===== config.mk =====
export PLATFORM = sky130hd
export DESIGN_NAME = button_event_ctrl
export DESIGN_NICKNAME = d
export VERILOG_FILES = /design/src/rtl/button_event_ctrl.sv
export SDC_FILE = /design/constraint.sdc
export NUM_CORES = 1
export LEC_CHECK = 0
export BUFFER_PORTS_ARGS = -buffer_cell sky130_fd_sc_hd__buf_2
export CORE_ASPECT_RATIO = 1.2
export CORE_MARGIN = 2
export CORE_UTILIZATION = 62
export CTS_BUF_LIST = sky130_fd_sc_hd__clkbuf_4 sky130_fd_sc_hd__clkbuf_8
export CTS_CLUSTER_SIZE = 16
export DETAILED_ROUTE_END_ITERATION = 12
export PLACE_DENSITY = 0.88
export SLEW_MARGIN = 0
export SYNTH_ARGS = -nofsm -noshare
export SYNTH_HDL_FRONTEND = slang
export SYNTH_SLANG_ARGS = --single-unit

===== constraint.sdc =====
create_clock -name clk -period 2.1 [get_ports clk]
set_input_delay 0.21 -clock clk [delete_from_list [all_inputs] [get_ports clk]]
set_output_delay 0.21 -clock clk [all_outputs]
set_load 0.05 [all_outputs]

===== src/rtl/button_event_ctrl.sv =====
// Gesture classifier for one debounced button channel.
//
// Consumes one-cycle press/release edge pulses. Classifies each gesture as a
// single click, a double click or a long press. While a long press is held,
// it emits auto-repeat pulses. A prescaler derives a 1 ms tick from clk. A
// millisecond counter times each state. Both counters clear on every state
// change and on every repeat pulse, so each timeout lands exactly
// T*TICK_DIV clocks after its starting edge.
//
// Ports:
//   clk           system clock
//   reset_p       asynchronous active-high reset
//   btn_pe        debounced press edge, one-cycle pulse
//   btn_ne        debounced release edge, one-cycle pulse
//   single_click  one-cycle pulse, single click recognised
//   double_click  one-cycle pulse, double click recognised
//   long_press    one-cycle pulse, long-press threshold reached
//   repeat_pulse  one-cycle pulse, every REPEAT_MS while a long press is held
//   held          level, 1 while the button is considered pressed
//   state_dbg     current FSM state encoding (IDLE=0 .. LONG=4)
module button_event_ctrl #(
    parameter int unsigned TICK_DIV  = 100000,
    parameter int unsigned LONG_MS   = 1000,
    parameter int unsigned DBL_MS    = 300,
    parameter int unsigned REPEAT_MS = 200
) (
    input  logic       clk,
    input  logic       reset_p,
    input  logic       btn_pe,
    input  logic       btn_ne,
    output logic       single_click,
    output logic       double_click,
    output logic       long_press,
    output logic       repeat_pulse,
    output logic       held,
    output logic [2:0] state_dbg
);

    localparam int unsigned MaxLd = (LONG_MS > DBL_MS) ? LONG_MS : DBL_MS;
    localparam int unsigned MaxMs = (MaxLd > REPEAT_MS) ? MaxLd : REPEAT_MS;
    localparam int unsigned MsW   = $clog2(MaxMs + 1);
    localparam int unsigned PsW   = $clog2(TICK_DIV);

    localparam logic [PsW-1:0] PsLast  = PsW'(TICK_DIV - 1);
    localparam logic [MsW-1:0] LongEnd = MsW'(LONG_MS - 1);
    localparam logic [MsW-1:0] DblEnd  = MsW'(DBL_MS - 1);
    localparam logic [MsW-1:0] RepEnd  = MsW'(REPEAT_MS - 1);

    typedef enum logic [2:0] {
        StIdle   = 3'd0,
        StPress1 = 3'd1,
        StWait2  = 3'd2,
        StPress2 = 3'd3,
        StLong   = 3'd4
    } state_e;

    state_e         state_q, state_d;
    logic [PsW-1:0] presc_q, presc_d;
    logic [MsW-1:0] ms_q, ms_d;
    logic           single_q, single_d;
    logic           double_q, double_d;
    logic           long_q, long_d;
    logic           repeat_q, repeat_d;
    logic           held_q, held_d;
    logic [2:0]     state_dbg_q, state_dbg_d;

    logic ms_tick;
    logic pe;
    logic ne;
    logic clr;

    always_comb begin
        // Simultaneous press and release edges cancel each other out.
        pe      = btn_pe & ~btn_ne;
        ne      = btn_ne & ~btn_pe;
        ms_tick = (presc_q == PsLast);

        state_d  = state_q;
        single_d = 1'b0;
        double_d = 1'b0;
        long_d   = 1'b0;
        repeat_d = 1'b0;
        clr      = 1'b0;

        // A timeout fires on the tick that takes the ms count to its limit.
        unique case (state_q)
            StIdle: begin
                if (pe) state_d = StPress1;
            end
            StPress1: begin
                if (ne) begin
                    state_d = StWait2;
                end else if (ms_tick && ms_q == LongEnd) begin
                    long_d  = 1'b1;
                    state_d = StLong;
                end
            end
            StWait2: begin
                if (pe) begin
                    double_d = 1'b1;
                    state_d  = StPress2;
                end else if (ms_tick && ms_q == DblEnd) begin
                    single_d = 1'b1;
                    state_d  = StIdle;
                end
            end
            StPress2: begin
                if (ne) state_d = StIdle;
            end
            StLong: begin
                if (ne) begin
                    state_d = StIdle;
                end else if (ms_tick && ms_q == RepEnd) begin
                    repeat_d = 1'b1;
                    clr      = 1'b1;
                end
            end
            default: state_d = StIdle;
        endcase

        if (state_d != state_q) clr = 1'b1;

        if (clr || ms_tick) presc_d = '0;
        else                presc_d = presc_q + PsW'(1);

        // Saturate rather than wrap while idling in untimed states.
        if (clr)                      ms_d = '0;
        else if (ms_tick && ms_q != '1) ms_d = ms_q + MsW'(1);
        else                          ms_d = ms_q;

        held_d      = (state_q == StPress1) || (state_q == StPress2) || (state_q == StLong);
        state_dbg_d = state_q;
    end

    always_ff @(posedge clk or posedge reset_p) begin
        if (reset_p) begin
            state_q     <= StIdle;
            presc_q     <= '0;
            ms_q        <= '0;
            single_q    <= 1'b0;
            double_q    <= 1'b0;
            long_q      <= 1'b0;
            repeat_q    <= 1'b0;
            held_q      <= 1'b0;
            state_dbg_q <= 3'd0;
        end else begin
            state_q     <= state_d;
            presc_q     <= presc_d;
            ms_q        <= ms_d;
            single_q    <= single_d;
            double_q    <= double_d;
            long_q      <= long_d;
            repeat_q    <= repeat_d;
            held_q      <= held_d;
            state_dbg_q <= state_dbg_d;
        end
    end

    assign single_click = single_q;
    assign double_click = double_q;
    assign long_press   = long_q;
    assign repeat_pulse = repeat_q;
    assign held         = held_q;
    assign state_dbg    = state_dbg_q;

endmodule

==> metrics.md <==
| Metric | Value |
|---|---|
| Pre-CTS WS | `-0.000157 ns` |
| CP Data Required Time | `2.33 ns` |
| Final Instance Area | `0.00215 mm^2` |
| Leak | `0.941 nW` |
| Fin. max-slew vios | `0` |
| Initial core utilization | `63.3%` |
| Drt wl/cell | `16.0 um` |
| Post-DR vias/cell | `6.19` |
| Commonest non-fill, non-tap cells in the layout | `38 x dfrtp_1, 36 x nor2_1, 19 x xnor2_1` |
| Final period util | `94.6%` |
| Fin crit period | `1.99 ns` |
| Finish-stage setup viols | `0` |
| Io pins | `12` |
| Sequential fraction of the synthesis area | `50.1%` |
| Placer Congestion | `0.894` |
| Mapped Area | `0.00190 mm^2` |
| Pin count of the biggest net entering global routing | `26` |
| Reg-to-reg slack, setup | `0.11 ns` |
| CP max FO | `10` |
| Critical path endpoint category | `flip-flop` |
| Syn Nets | `200` |
| Die W | `54.5 um` |
| Share of cells above drive strength 1 | `17.0%` |
| Slew headroom | `62.1%` |
| Yosys warning total | `0` |
| WP buf/inv | `0` |
| Worst Tran Pin Value | `0.568 ns` |
| Final total power | `1.52 mW` |
| DR DRC count | `0` |
| Antenna cells | `0` |
| Layout Skew | `0.00849 ns` |
| VDD IR max | `541 uV` |
| Placeable Area | `0.00300 mm^2` |
| CTS tree | `yes` |
| GRT Total Usage | `25.9%` |
| Htree depth | `2` |
| CTS clk-pin slew, worst paths | `0.11 ns` |
| Nets | `223` |
| DIE HEIGHT | `64.6 um` |
| Reg-to-Reg Start | `ms_q[0]` |
| RR Endpoint | `presc_q[14]` |
| Flops & latches, synth | `38` |
| Worst-Skew Late Latency | `0.34 ns` |
| First-pass GRT wire length | `6640 um` |
| Min-Delay Endpoint | `state_dbg_d[0]` |
| Vias in the first global route | `1,510` |
| Yosys top cell area share | `50.1%` |
| Final WL | `4050 um` |
| Final WS setup | `0.113 ns` |
| Fin cells | `254` |
| FP Rows | `22` |
| Mapped Cells | `194` |
| Critical-path cell list | `ha_1 > nand4bb_1 > or3_1 > or4_4 > nand2_4 > nor2_1` |
| Max-cap violation count | `0` |
| Pwr/cell area | `710 mW/mm^2` |
| CP Launch Type | `flip-flop` |
| Overflow after GRT | `0` |
| Setup TNS Final | `0 ns` |
| Clock Sink Count | `38` |
| Status | `complete, no violations` |
| RSZ-0062 raised after global routing | `false` |
| Via count | `1,573` |
| Clock root buffer | `clkbuf_4` |
| Largest area contributor in the netlist | `dfrtp_1` |
| Tightest Hold Check Type | `in2reg` |
| Mean post-synth cell area | `9.79 um^2` |
| Fillers | `204` |
| R2r worst-path depth | `6` |
| Die ar. | `0.00352 mm^2` |
| Number of buffers added on ports | `11` |
| Worst min-delay path startpoint | `btn_ne` |
| CP arrival | `2.22 ns` |
| Synth top area cells | `dfrtp_1 50%, xnor2_1 8.8%, nor2_1 7.1%, xor2_1 2.8%, nand3_1 2.6%` |
| Bufs on Longest Clock Path | `2` |
| DP Area | `0.00203 mm^2` |
| Hold Violations, Final | `0` |
| WHS Path Cells | `4` |
| Crit path max-delay family | `simple AND/OR/NAND/NOR gates` |
| Drt first pass iters | `4` |
| Iter 0 DRT Violations | `51` |
| Commonest non-fill, non-tap cell in the layout | `dfrtp_1` |
| Dpl hpwl | `2750 um` |
| CP Class | `reg2reg` |
| Placed Cells | `242` |
| Area grow syn2layout | `13.0%` |
| Initial antenna violation count | `0` |
| Netlist cell types | `33` |
| Total CTS buffers | `5` |
| Max Freq | `503 MHz` |
| Largest stage delay, worst path | `0.56 ns` |
| Antenna viol nets, final | `0` |
| Slowest CP cell | `or4_4` |
[repair_timing]
action | in CTS | in global routing
hold buffers | 1 | 0
endpoints found under the setup margin | 1 | 18
endpoints found under the hold margin | 13 | 0
pin swaps | 1 | 1
cloned | 0 | 0
setup buffers | 2 | 1
gates resized for setup | 0 | 6
[worst reg2reg max path, stage by stage (launching register included)]
cell and delay [ns]:
dfrtp_1 0.41, ha_1 0.25, nand4bb_1 0.10, or3_1 0.33, or4_4 0.56, nand2_4 0.15, nor2_1 0.07
[per-stage QoR]
step	utilization (%)	hold WS (ns)
floorplan	-	0.374
global placement	67.6	0.273
detailed placement	67.6	0.298
CTS	70.5	0.187
global route	71.5	0.195
finish	71.5	0.205
[layout make-up]
type / count / area (um^2) / area share (%)
clock inverters: 1 / 5.00 / 0.233
clock buffers: 7 / 58.8 / 2.74
flip-flops and latches: 38 / 951 / 44.3
well taps: 36 / 45.0 / 2.10
multi-input cells: 144 / 915 / 42.6
inverters: 7 / 26.3 / 1.22
repair buffers: 21 / 145 / 6.76
[where the power goes]
group          internal, mW  switching [mW]  total, mW
Sequential            0.793          0.0719      0.865
Combinational        0.0891           0.164      0.253
Clock                 0.175           0.231      0.407
Total                  1.06           0.467       1.52
[synthesized netlist by cell type, drive strengths merged]
cell type,instances
dfrtp,38
nor2,36
xnor2,19
nand2,13
nand3,10
nand4,8
inv,7
nor3,7
and3,6
xor2,6
o21ai,5
or3,5
buf,4
nor4,4
a21oi,3
and4,3
nor4bb,3
ha,2
nor2b,2
nor3b,2
nor4b,2
or4,2
a221o,1
and4bb,1
clkbuf,1
nand4bb,1
o2111ai,1
o31ai,1
or4b,1
[kinds of logic after synthesis]
family          after synthesis  share of synthesized area (%)
buf+inv                      12                           2.96
simple gates                106                           30.3
flops                        38                           50.1
compound gates               11                           3.82
xor+xnor                     25                           11.5
fa+ha+maj                     2                           1.32
[layer usage]
layer,GRT usage [%],vias to the layer above,routed length [um]
li1,-,722,-
met1,31.0,771,1650
met2,43.4,72,2090
met3,4.15,8,235
met4,13.1,0,73
met5,0,-,0
[sequential cells by signal (all words and copies together), names as in the netlist]
register      count
state_dbg         3
held              1
long_press        1
double_click      1
single_click      1
presc_q          17
state_dbg_d       3
ms_q             10
repeat_pulse      1
[how the worst max path moves through the flow]
stage               start     endpoint  slack (ns)  cells past startpoint
2_1_floorplan  presc_q[0]      ms_q[2]        0.18                      7
6_report          ms_q[0]  presc_q[14]        0.11                      6
3_3_place_gp   presc_q[0]      ms_q[6]        0.04                      6
5_1_grt           ms_q[0]  presc_q[14]        0.03                      6
3_5_place_dp   presc_q[0]      ms_q[6]     -0.0002                      6
4_1_cts        presc_q[0]      ms_q[9]        0.06                      7
(Power assumes the default switching activity.)
